--- src/rtl/cmd_sched_pkg.sv ---
// Shared definitions for the command scheduler: command word layout,
// scheduler state encoding and a small constant helper.
package cmd_sched_pkg;

  localparam int unsigned CMD_W    = 32;
  localparam int unsigned FIELD_W  = 8;
  localparam int unsigned DEV_MSB  = 31;
  localparam int unsigned MOD_MSB  = 23;
  localparam int unsigned ADDR_MSB = 15;
  localparam int unsigned DATA_MSB = 7;

  typedef enum logic [2:0] {
    S_IDLE,
    S_ISSUE,
    S_WAIT_BUSY,
    S_WAIT_DONE,
    S_GAP
  } sched_state_t;

  function automatic int unsigned max_u(input int unsigned a, input int unsigned b);
    return (a > b) ? a : b;
  endfunction

endpackage

--- src/rtl/cmd_sched_rr_arb.sv ---
// Round-robin search: returns the first asserted request at or above
// rr_ptr, wrapping modulo NREQ. Purely combinational; the pointer
// register lives in the parent.
//   req     : per-requester request levels
//   rr_ptr  : index where the search starts
//   grant   : selected requester index (valid when any_req)
//   any_req : at least one request is asserted
module rr_arb #(
  parameter int unsigned NREQ = 4,
  parameter int unsigned PW   = (NREQ > 1) ? $clog2(NREQ) : 1
) (
  input  logic [NREQ-1:0] req,
  input  logic [PW-1:0]   rr_ptr,
  output logic [PW-1:0]   grant,
  output logic            any_req
);

  logic [PW:0] idx;

  always_comb begin
    grant   = '0;
    any_req = 1'b0;
    idx     = '0;
    for (int unsigned i = 0; i < NREQ; i++) begin
      // rr_ptr + i < 2*NREQ, so a single conditional subtract wraps it
      idx = {1'b0, rr_ptr} + (PW+1)'(i);
      if (idx >= (PW+1)'(NREQ)) idx = idx - (PW+1)'(NREQ);
      if (!any_req && req[idx[PW-1:0]]) begin
        grant   = idx[PW-1:0];
        any_req = 1'b1;
      end
    end
  end

endmodule

--- src/rtl/cmd_sched.sv ---
// Shares the tx_ctrl_top command port between NREQ requesters, one frame
// at a time: round-robin grant, one-cycle cmd_vld issue, wait for the
// frame to start (with timeout) and finish, then an inter-frame gap.
//   clk_sys, rst_n       : clock, async active-low reset
//   req / req_cmd        : per-requester request level and 32-bit command
//   ack                  : one-hot accept pulse, coincident with cmd_vld
//   dev_id..cmd_data     : issued command fields, held until next grant
//   cmd_vld              : one-cycle issue strobe
//   tx_busy              : frame in progress from tx_ctrl_top
//   sched_busy           : scheduler not idle
//   err_timeout          : frame failed to start within BUSY_TO cycles
module cmd_sched
  import cmd_sched_pkg::*;
#(
  parameter int unsigned NREQ    = 4,
  parameter int unsigned BUSY_TO = 64,
  parameter int unsigned GAP_CYC = 16
) (
  input  logic                 clk_sys,
  input  logic                 rst_n,
  input  logic [NREQ-1:0]      req,
  input  logic [NREQ*CMD_W-1:0] req_cmd,
  output logic [NREQ-1:0]      ack,
  output logic [7:0]           dev_id,
  output logic [7:0]           mod_id,
  output logic [7:0]           cmd_addr,
  output logic [7:0]           cmd_data,
  output logic                 cmd_vld,
  input  logic                 tx_busy,
  output logic                 sched_busy,
  output logic                 err_timeout
);

  localparam int unsigned PW    = (NREQ > 1) ? $clog2(NREQ) : 1;
  localparam int unsigned CNT_W = $clog2(max_u(BUSY_TO, GAP_CYC) + 1);
  localparam logic [CNT_W-1:0] BUSY_LAST = CNT_W'(BUSY_TO - 1);
  // GAP_CYC of 0 still spends one cycle in GAP
  localparam logic [CNT_W-1:0] GAP_LAST  = CNT_W'((GAP_CYC == 0) ? 0 : GAP_CYC - 1);

  sched_state_t     state, state_d;
  logic [CNT_W-1:0] cnt, cnt_d;
  logic [PW-1:0]    rr_ptr, gnt_q, gnt, ptr_nxt;
  logic             any_req, load;
  logic [CMD_W-1:0] cmds [NREQ];
  logic [CMD_W-1:0] sel_cmd;

  for (genvar i = 0; i < NREQ; i++) begin : g_slice
    assign cmds[i] = req_cmd[i*CMD_W +: CMD_W];
  end

  rr_arb #(.NREQ(NREQ)) u_arb (
    .req     (req),
    .rr_ptr  (rr_ptr),
    .grant   (gnt),
    .any_req (any_req)
  );

  assign sel_cmd = cmds[gnt];
  assign ptr_nxt = (32'(gnt) == NREQ - 1) ? '0 : gnt + PW'(1);

  always_ff @(posedge clk_sys or negedge rst_n) begin
    if (!rst_n) begin
      state    <= S_IDLE;
      cnt      <= '0;
      rr_ptr   <= '0;
      gnt_q    <= '0;
      dev_id   <= '0;
      mod_id   <= '0;
      cmd_addr <= '0;
      cmd_data <= '0;
    end else begin
      state <= state_d;
      cnt   <= cnt_d;
      if (load) begin
        gnt_q    <= gnt;
        rr_ptr   <= ptr_nxt;
        dev_id   <= sel_cmd[DEV_MSB  -: FIELD_W];
        mod_id   <= sel_cmd[MOD_MSB  -: FIELD_W];
        cmd_addr <= sel_cmd[ADDR_MSB -: FIELD_W];
        cmd_data <= sel_cmd[DATA_MSB -: FIELD_W];
      end
    end
  end

  always_comb begin
    state_d     = state;
    cnt_d       = cnt;
    load        = 1'b0;
    cmd_vld     = 1'b0;
    err_timeout = 1'b0;
    case (state)
      S_IDLE: begin
        if (any_req) begin
          load    = 1'b1;
          state_d = S_ISSUE;
        end
      end
      S_ISSUE: begin
        cmd_vld = 1'b1;
        cnt_d   = '0;
        state_d = S_WAIT_BUSY;
      end
      S_WAIT_BUSY: begin
        if (tx_busy) begin
          state_d = S_WAIT_DONE;
        end else if (cnt == BUSY_LAST) begin
          err_timeout = 1'b1;
          cnt_d       = '0;
          state_d     = S_GAP;
        end else begin
          cnt_d = cnt + CNT_W'(1);
        end
      end
      S_WAIT_DONE: begin
        if (!tx_busy) begin
          cnt_d   = '0;
          state_d = S_GAP;
        end
      end
      S_GAP: begin
        if (cnt >= GAP_LAST) begin
          cnt_d   = '0;
          state_d = S_IDLE;
        end else begin
          cnt_d = cnt + CNT_W'(1);
        end
      end
      default: state_d = S_IDLE;
    endcase
    ack        = cmd_vld ? (NREQ'(1) << gnt_q) : '0;
    sched_busy = (state != S_IDLE);
  end

endmodule

--- config.mk ---
export PLATFORM = sky130hd
export DESIGN_NAME = cmd_sched
export DESIGN_NICKNAME = d
export VERILOG_FILES = /design/src/rtl/cmd_sched_pkg.sv /design/src/rtl/cmd_sched_rr_arb.sv /design/src/rtl/cmd_sched.sv
export SDC_FILE = /design/constraint.sdc
export NUM_CORES = 1
export LEC_CHECK = 0
export ABC_AREA = 1
export CORE_UTILIZATION = 39
export CTS_CLUSTER_DIAMETER = 200
export DETAILED_ROUTE_END_ITERATION = 10
export HOLD_SLACK_MARGIN = 0.05
export PLACE_DENSITY = 0.82
export SYNTH_ARGS = -nofsm -noshare
export SYNTH_HDL_FRONTEND = slang
export SYNTH_SLANG_ARGS = --single-unit
--- constraint.sdc ---
create_clock -name clk_sys -period 1.8 [get_ports clk_sys]
set_input_delay 0.54 -clock clk_sys [delete_from_list [all_inputs] [get_ports clk_sys]]
set_output_delay 0.54 -clock clk_sys [all_outputs]
set_load 0.01 [all_outputs]
## Word-level counts from Yosys, hierarchy flattened

Cells that the tools add are included.

| storage, ports and cells | value |
|---|---|
| input bits | 135 |
| register bits after elaboration | 46 |
| word-level logic and storage cells | 93 |

| cells by class | value |
|---|---|
| bitwise operators | 1 |
| order comparisons | 10 |
| $add $sub $neg | 9 |
| reductions and logical operators | 11 |
| muxes and demuxes | 42 |
| shift operators | 1 |
| equal/unequal tests | 11 |

Operator list:

| cell | number |
|---|---|
| 32-bit binary-select mux with 2-bit select | 1 |
| 32-bit two-way mux | 2 |
| 7-bit two-way mux | 4 |
| 7-bit one-hot mux with 4 select lines | 1 |
| 2-bit two-way mux | 9 |
| 3-bit two-way mux | 5 |
| 3-bit one-hot mux with 5 select lines | 1 |
| 1-bit two-way mux | 14 |
| 3-bit >= comparator, second input constant | 4 |
| 2-bit by 3-bit < comparator with 1-bit output, second input constant | 4 |
| 1-bit binary-select mux with 2-bit select | 4 |
| 2-bit inequality test, second input constant | 4 |
| 2-bit by 1-bit subtractor with 2-bit output, second input constant | 4 |
| 7-bit by 1-bit adder with 7-bit output, second input constant | 1 |
| 7-bit by 6-bit equality test with 1-bit output, second input constant | 1 |
| 7-bit by 4-bit >= comparator with 1-bit output, second input constant | 1 |
| 2-bit by 2-bit adder with 3-bit output, second input constant | 2 |
| 3-bit by 2-bit equality test with 1-bit output, second input constant | 2 |
| 4-bit two-way mux | 1 |
| 4-bit AND reduction | 1 |
| 4-bit nonzero test | 1 |
| 1-bit by 2-bit left shift with 4-bit output, first input constant | 1 |
| 2-bit by 1-bit adder with 3-bit output, second input constant | 1 |
| 3-bit by 1-bit equality test with 1-bit output, second input constant | 1 |
| 11 further kinds | 15 |

## Depth between registers and ports, before layout

Gate-level depths: netlist (run 1).

| logic depth | value |
|---|---|
| word-level depth | 18 |
| mapped depth | 17 |
| gate-level depth less buffers | 14 |

## By module

Synthesis (run 1) repeated with hierarchy kept, for this count alone.

| second synthesis, totals | value |
|---|---|
| cells, all modules | 493 |
| area, all modules | 3273.1 um2 |

By module, submodules not included:

| module | area an instance (um2) | times used | seq. area each (um2) | cells an instance |
|---|---|---|---|---|
| cmd_sched | 2954.1 | 1 | 1151.1 | 434 |
| rr_arb | 319.1 | 1 | 0.0 | 59 |

## Worst setup path after synthesis (run 1)

OpenSTA, ideal clock, no wires.

| timing path | value |
|---|---|
| path kind | register to output |
| start point | register state[2] |
| end point | output ack[0] |
| setup slack | 0.007 ns |
| arrival | 1.253 ns |
| buffers on the path | 0 |
| cell stages (with the launch flop) | 4 |
| data required time | 1.260 ns |
| cells stage by stage | dfrtp_1 -> nor3_1 -> inv_1 -> nor3_1 |

| on the way | value |
|---|---|
| longest elaborated chain between the ends | 3 |

Ends and longest elaborated chain:

| item | line | text |
|---|---|---|
| start, declared | cmd_sched.sv:40 | `sched_state_t state, state_d;` |
| start signal, assigned | cmd_sched.sv:72 | `state <= state_d;` |
| 3-bit by 1-bit equality test with 1-bit output | cmd_sched.sv:91 | `case (state)` |
| 1-bit two-way mux | cmd_sched.sv:91 |  |
| via cmd_vld | cmd_sched.sv:28 | `output logic cmd_vld,` |
| 4-bit two-way mux | cmd_sched.sv:130 | `ack = cmd_vld ? (NREQ'(1) << gnt_q) : '0;` |
| end, declared | cmd_sched.sv:23 | `output logic [NREQ-1:0] ack,` |

The timed path passes the listed nets, and every way through them passes these cells.

## Worst setup path in the final report (run 1)

| timing path | value |
|---|---|
| start point | register rr_ptr[0] |
| end point | register mod_id[4] |

| on the way | value |
|---|---|
| longest elaborated chain between the ends | 18 |

Ends and longest elaborated chain:

| item | line | text |
|---|---|---|
| start, declared | cmd_sched.sv:42 | `logic [PW-1:0] rr_ptr, gnt_q, gnt, ptr_nxt;` |
| start signal, assigned | cmd_sched.sv:76 | `rr_ptr <= ptr_nxt;` |
| parallel branches: the longest is 18 deep, another holds 2-bit by 1-bit adder with 3-bit output | - |  |
| end signal, assigned | cmd_sched.sv:78 | `mod_id <= sel_cmd[MOD_MSB -: FIELD_W];` |
| end, declared | cmd_sched.sv:25 | `output logic [7:0] mod_id,` |

Parallel ways; which one is timed is not known. The select of a mux whose other input is x is not followed.
A chain may end at the register's enable or synchronous reset.

==> impl_metrics.env, run 1 <==
export IMPL_htreeDepth=2
export IMPL_route_met2_wl_um=9870
export IMPL_synth_nets=820
export IMPL_ios=174
export IMPL_slew_viol_final=0
export IMPL_rows=36
export IMPL_grt_pass1_wl_um=30100
export IMPL_cp_data_arrival_time_ps=2560
export IMPL_syn_area_mm2=0.00402
export IMPL_yosysWarnings=0
export IMPL_synth_compound_area_share_pct=3.08
export IMPL_cp_start_kind="register"
export IMPL_ys_seq_elements=46
export IMPL_via_count=6003
export IMPL_die_w_um=104
export IMPL_area_delta_synth_final_pct=107
export IMPL_cp_cell_sequence="buf_6, clkinv_8, nand2_4, nand2_4, nand2_2, nand2_2, nor2_4, buf_6, buf_6, nand2_4, nand3_4, nand2_8, inv_8, buf_8, nand3_1, nand2_1, nand2_1, nand2_1"
export IMPL_fin_util_pct=84.2
export IMPL_fin_crit_sh_pct=128
export IMPL_fillers=529
export IMPL_worstSkewPairLatency_ps=320
export IMPL_cts_buffers=5
export IMPL_relSlewSlack_pct=76.4
export IMPL_crit_fanout=7
export IMPL_wl_met1_um=7520
export IMPL_fin_nets=1083
export IMPL_cellLeakagePower_nw=4.60
export IMPL_synth_cells=684
export IMPL_yosysUniqueCellTypes=28
export IMPL_p_per_area_mw_per_mm2=2530
export IMPL_design_power_total_w=0.0211
export IMPL_hpwlAfterDp_um=9760
export IMPL_routabilityCongestion=0.870
export IMPL_drive_gt1_share_pct=32.6
export IMPL_end_kind="register"
export IMPL_cap_violations=0
export IMPL_clock_root_buffer="clkbuf_8"
export IMPL_antenna_found_initial=0
export IMPL_synth_mux_area_share_pct=0
export IMPL_fin_ws_ps=-498
export IMPL_first_iter_violations=472
export IMPL_die_y_um=104
export IMPL_finClkSkew_ps=10.5
export IMPL_drc_errors=0
export IMPL_setup_violations=53
export IMPL_ir_drop_mv=1.27
export IMPL_crit_slowest_cell="dfrtp_1"
export IMPL_synth_top_family_by_area="simple AND/OR/NAND/NOR gates"
export IMPL_start_util_pct=40.8
export IMPL_fin_crit_ps=2300
export IMPL_clk_pin_slew_ps=100
export IMPL_portBuffers=173
export IMPL_rsz0062_at_grt="yes"
export IMPL_wirelength_um=20600
export IMPL_hold_viol=0
export IMPL_critical_path_top_delay_family="simple AND/OR/NAND/NOR gates"
export IMPL_synth_fa_ha_area_share_pct=0.311
export IMPL_grt_overflow=0
export IMPL_syn_avg_cell_area_um2=5.88
export IMPL_setup_worst_path_class="register to register"
export IMPL_synth_xor_area_share_pct=0.218
export IMPL_antenna_cells=0
export IMPL_cts_num_sinks=46
export IMPL_outcome="finished, violations left"
export IMPL_synth_simple_gate_area_share_pct=46.3
export IMPL_wire_per_inst_um=19.1
export IMPL_antenna_left=0
export IMPL_die_area_mm2=0.0107
export IMPL_grt_pass1_vias=5896
export IMPL_hp_class="input pin to async pin"
export IMPL_failed_checks="setup timing"
export IMPL_cts_tree="yes"
export IMPL_yosysSeqAreaShare_pct=28.6
export IMPL_cp_required_ps=2060
export IMPL_cp_num_buf_inv=6
export IMPL_worstMarginPinSlew_ps=354
export IMPL_ctsLongestPathBuffers=2
export IMPL_core_area_mm2=0.00986
export IMPL_first_pass_iters=5
export IMPL_route_met3_wl_um=1870
export IMPL_post_dp_cell_area_mm2=0.00623
export IMPL_grt_max_degree=36
export IMPL_slowest_delay_ps=420
export IMPL_design_area_mm2=0.00831
export IMPL_top_layer_used="met4"
export IMPL_grt_use_total_pct=35.5
export IMPL_viasPerCell=5.55
export IMPL_fmax_mhz=435
-- placed cells by master, fill, tap and decap left out, types with 30 or more instances in the layout --
cell type and instances:
nand2_1 167, nand2_4 35, inv_1 145, clkdlybuf4s50_1 141, nand2_2 40, dfrtp_1 45, buf_6 30, nand4_1 65
buf_4 54, nand3_2 49
-- repair_timing --
action | 4_1_cts | 5_1_grt
pin swaps | 83 | 60
buffers inserted | 40 | 14
endpoints found under the hold margin | 0 | 0
cloned | 23 | 0
gates resized for setup | 231 | 121
endpoints found under the setup margin | 52 | 72
hold buffers | 0 | 0
-- through the flow --
step	setup slack (ps)	TNS, ps	cells	hold slack [ps]
global placement	-667	-22620	1006	457
CTS	-349	-8690	1077	125
finish	-498	-17620	1081	115
global route	-550	-20930	1081	123
floorplan	6.75	0	684	244
detailed placement	-645	-25030	1006	460
-- path summary, 6_finish.rpt --
check                           slack (ps)     endpoint  cells after the start         from
worst max register to register        -500    mod_id[4]                     18    rr_ptr[0]
min in group clk_sys                   480  cmd_addr[7]                      2  cmd_addr[7]
worst min register to register         480  cmd_addr[7]                      2  cmd_addr[7]
max in group asynchronous             1210  cmd_addr[0]                      2        rst_n
worst max-delay path                  -500    mod_id[4]                     18    rr_ptr[0]
worst min-delay path                   120    dev_id[1]                      1        rst_n
-- cell families (layout without fill, tap and decap cells) --
logic type                 count (synthesis)  count (layout)
and+or+nand+nor                          415             415
buffers and inverters                    201             465
DFF                                       46              46
AOI/OAI and AO/OA                         20              20
adders and majority gates                  1               1
xor gates and xnor gates                   1               1
-- Yosys cell counts, drive strengths merged --
library cell,instances,area share (%)
nand2,244,23
inv,159,15
nand3,78,10
nand4,65,10
dfrtp,46,29
buf,39,6.3
nor2,19,2.0
nor3,8,1.0
o21ai,7,0.87
a21oi,5,0.62
clkbuf,3,0.28
a21boi,2,0.37
o21bai,2,0.37
a22oi,1,0.19
a32o,1,0.25
ha,1,0.31
nand3b,1,0.19
o211ai,1,0.19
o41ai,1,0.22
xor2,1,0.22
-- worst register-to-register path, cell delays in order (launching register included) --
cell and delay, ps:
dfrtp_1 420, buf_6 170, clkinv_8 90, nand2_4 70, nand2_4 80, nand2_2 100, nand2_2 90, nor2_4 160
buf_6 130, buf_6 90, nand2_4 50, nand3_4 80, nand2_8 90, inv_8 110, buf_8 140, nand3_1 110
nand2_1 110, nand2_1 90, nand2_1 70
-- per-layer routing --
layer | vias up | GRT usage, %
met4 | 0 | 20.6
met2 | 428 | 60.1
li1 | 2651 | -
met5 | - | 0
met3 | 125 | 7.17
met1 | 2799 | 41.5
-- cell type report --
| type | instances | area, um2 | area share [%] |
|---|---|---|---|
| repair buffers | 297 | 3380 | 40.7 |
| multi-input cells | 437 | 2850 | 34.3 |
| flip-flops and latches | 46 | 1150 | 13.9 |
| inverters | 159 | 644 | 7.75 |
| well taps | 133 | 166 | 2.00 |
| clock buffers | 6 | 72.6 | 0.873 |
| clock inverters | 2 | 37.5 | 0.452 |
| repair inverters | 1 | 6.26 | 0.0753 |
-- sequential cells by signal, summed over array words and instances (netlist names) --
signal and count:
rr_ptr 2, gnt_q 2, cmd_addr 8, cnt 7, cmd_data 8, mod_id 8, dev_id 8, state 3
-- power by group --
group	switching, W	total, W	leakage, nW	internal (W)
Clock	0.000407	0.000822	0.0514	0.000416
Combinational	0.00956	0.0183	3.98	0.00878
Sequential	0.000350	0.00189	0.575	0.00154
No activity file was read; power rests on OpenSTA's default activity.
==> run 2, diff against run 1 <==
--- a/config.mk
+++ b/config.mk
@@ -6,11 +6,11 @@
 export NUM_CORES = 1
 export LEC_CHECK = 0
 export ABC_AREA = 1
-export CORE_UTILIZATION = 39
+export CORE_UTILIZATION = 30
 export CTS_CLUSTER_DIAMETER = 200
 export DETAILED_ROUTE_END_ITERATION = 10
 export HOLD_SLACK_MARGIN = 0.05
-export PLACE_DENSITY = 0.82
+export PLACE_DENSITY = 0.67
 export SYNTH_ARGS = -nofsm -noshare
 export SYNTH_HDL_FRONTEND = slang
 export SYNTH_SLANG_ARGS = --single-unit
==> run 2 against run 1 <==
The run still ends with setup timing left. Worst hold slack improved by 37 ps. Worst setup slack improved by 180 ps. Core utilization is 25 points lower. Sequential power about the same. Via count down 12%. Cell count rose by 1.4%. Sequential cell count did not move. First-iteration DRC count down 30%. Critical endpoint is now err_timeout. Highest routed layer unchanged.
==> impl_metrics.env, run 2 (synthesis results as in run 1) <==
export IMPL_cellLeakagePower_nw=4.07
export IMPL_post_dp_cell_area_mm2=0.00621
export IMPL_via_count=5294
export IMPL_fin_nets=1058
export IMPL_first_iter_violations=331
export IMPL_core_area_mm2=0.0128
export IMPL_fin_crit_sh_pct=118
export IMPL_rr_worst_depth=16
export IMPL_slowest_delay_ps=410
export IMPL_grt_pass1_wl_um=26200
export IMPL_clock_root_buffer="clkbuf_16"
export IMPL_grt_pass1_vias=5083
export IMPL_ir_drop_mv=1.17
export IMPL_hpwlAfterDp_um=9840
export IMPL_cp_start_kind="register"
export IMPL_antenna_left=0
export IMPL_end_kind="primary output"
export IMPL_cp_cell_sequence="inv_2, nor2_2, inv_1, nor2_1, inv_1, nor2_1, inv_1, nor3_2, buf_2"
export IMPL_first_pass_iters=6
export IMPL_rows=41
export IMPL_die_w_um=118
export IMPL_reg2reg_slack_ps=-310
export IMPL_drc_errors=0
export IMPL_grt_max_degree=46
export IMPL_hold_viol=0
export IMPL_layout_commonest_cell="nand2_1"
export IMPL_wire_per_inst_um=15.4
export IMPL_crit_fanout=3
export IMPL_viasPerCell=4.83
export IMPL_fin_tns_setup_ps=-10350
export IMPL_cp_data_arrival_time_ps=1580
export IMPL_outcome="finished, violations left"
export IMPL_fillers=1206
export IMPL_cp_common_cell="inv_1"
export IMPL_worstMarginPinSlew_ps=361
export IMPL_crit_start="state[1]"
export IMPL_whs_ps=153
export IMPL_start_util_pct=31.4
export IMPL_crit_slowest_cell="dfrtp_2"
export IMPL_die_y_um=118
export IMPL_ctsLongestPathBuffers=2
export IMPL_clk_pin_slew_ps=70
export IMPL_cp_required_ps=1260
export IMPL_wirelength_um=16900
export IMPL_worstSetupEndpoint="err_timeout"
export IMPL_fin_crit_ps=2120
export IMPL_hp_class="input pin to async pin"
export IMPL_critical_path_top_delay_family="simple AND/OR/NAND/NOR gates"
export IMPL_rsz0062_at_grt="yes"
export IMPL_cp_num_buf_inv=5
export IMPL_routabilityCongestion=0.887
export IMPL_r2r_end="mod_id[1]"
export IMPL_fmax_mhz=473
export IMPL_cp_num_cells=9
export IMPL_layout_cells_most_common_list="203 x nand2_1, 155 x clkdlybuf4s50_1, 147 x inv_1"
export IMPL_reg2reg_from="rr_ptr[0]"
export IMPL_portBuffers=173
export IMPL_p_per_area_mw_per_mm2=2300
export IMPL_setup_worst_path_class="register to primary output"
export IMPL_worstSkewPairLatency_ps=290
export IMPL_drive_gt1_share_pct=23.4
export IMPL_failed_checks="setup timing"
export IMPL_cap_violations=0
export IMPL_relSlewSlack_pct=75.9
export IMPL_setup_violations=44
export IMPL_cts_buffers=5
export IMPL_htreeDepth=2
export IMPL_cts_num_sinks=46
export IMPL_design_area_mm2=0.00755
export IMPL_slew_viol_final=0
export IMPL_finClkSkew_ps=8.34
export IMPL_fin_util_pct=58.9
export IMPL_ios=174
export IMPL_area_delta_synth_final_pct=87.8
export IMPL_antenna_found_initial=1
export IMPL_die_area_mm2=0.0139
export IMPL_cts_tree="yes"
export IMPL_grt_use_total_pct=23.8
export IMPL_place_ws_ps=-644
export IMPL_grt_overflow=0
export IMPL_fin_ws_ps=-316
## run 2: cell types whose count changed in the layout (fill, tap and decap cells not counted), moves of 6 or more
cell / before / now
nand2_2: 40 / 34
dlymetal6s2s_1: 19 / 6
buf_16: 16 / 9
buf_4: 54 / 39
nand3_1: 23 / 52
clkdlybuf4s50_1: 141 / 155
nand2_4: 35 / 6
clkbuf_16: 0 / 8
nand3_2: 49 / 23
nand2_1: 167 / 203
## run 2: repair_timing
action,4_1_cts,5_1_grt
pin swaps,46,80
gates resized for setup,128,86
hold buffers,0,0
endpoints found under the setup margin,51,59
buffers inserted,25,12
cloned,14,4
## run 2: worst min-delay path by stage
stage                  endpoint
CTS                      cnt[3]
finish                   cnt[3]
global route             cnt[3]
floorplan           cmd_addr[0]
global placement      mod_id[2]
detailed placement    mod_id[2]
## run 2: report_power, final
group	switching, W	internal [W]
registers	0.000357	0.00155
clock network	0.000414	0.000552
logic	0.00759	0.00691
total	0.00836	0.00901
## run 2: area by class of cell
type | instances | area, um2 | share of cell area [%]
timing repair buffer | 272 | 3020 | 40.0
multi-input combinational | 437 | 2400 | 31.7
sequential | 46 | 1150 | 15.3
inverter | 159 | 612 | 8.10
tap | 172 | 215 | 2.85
clock buffer | 7 | 143 | 1.89
timing repair inverter | 1 | 7.51 | 0.0994
clock inverter | 1 | 5.00 | 0.0662
antenna | 1 | 2.50 | 0.0331
## run 2: worst reg2reg max path, stage by stage, from the launching register on
cell and delay, ps:
dfrtp_2 490, clkinvlp_4 190, nand2_2 100, nand2_2 70
nand2_2 70, nand2_2 60, nor2_4 130, nand3_4 100
nand3_4 90, buf_6 130, buf_8 140, clkbuf_16 170
nand2_1 60, nand3_1 60, nand2_1 50, nand2_1 50
nand2_1 50
## run 2: metrics by stage
stage	power, W	cells
after CTS	0.0160	1083
after floorplan	0.00818	684
final	0.0174	1096
after global placement	0.0114	1039
after detailed placement	0.0115	1039
after global routing	0.0186	1096
## run 2: per-layer routing
metal	track usage [%]	wire (um)	share of wire (%)
met1	30.1	7160	42
met2	40.7	8250	49
met3	5.33	1200	7.1
met4	5.77	264	1.6
met5	0	0	0
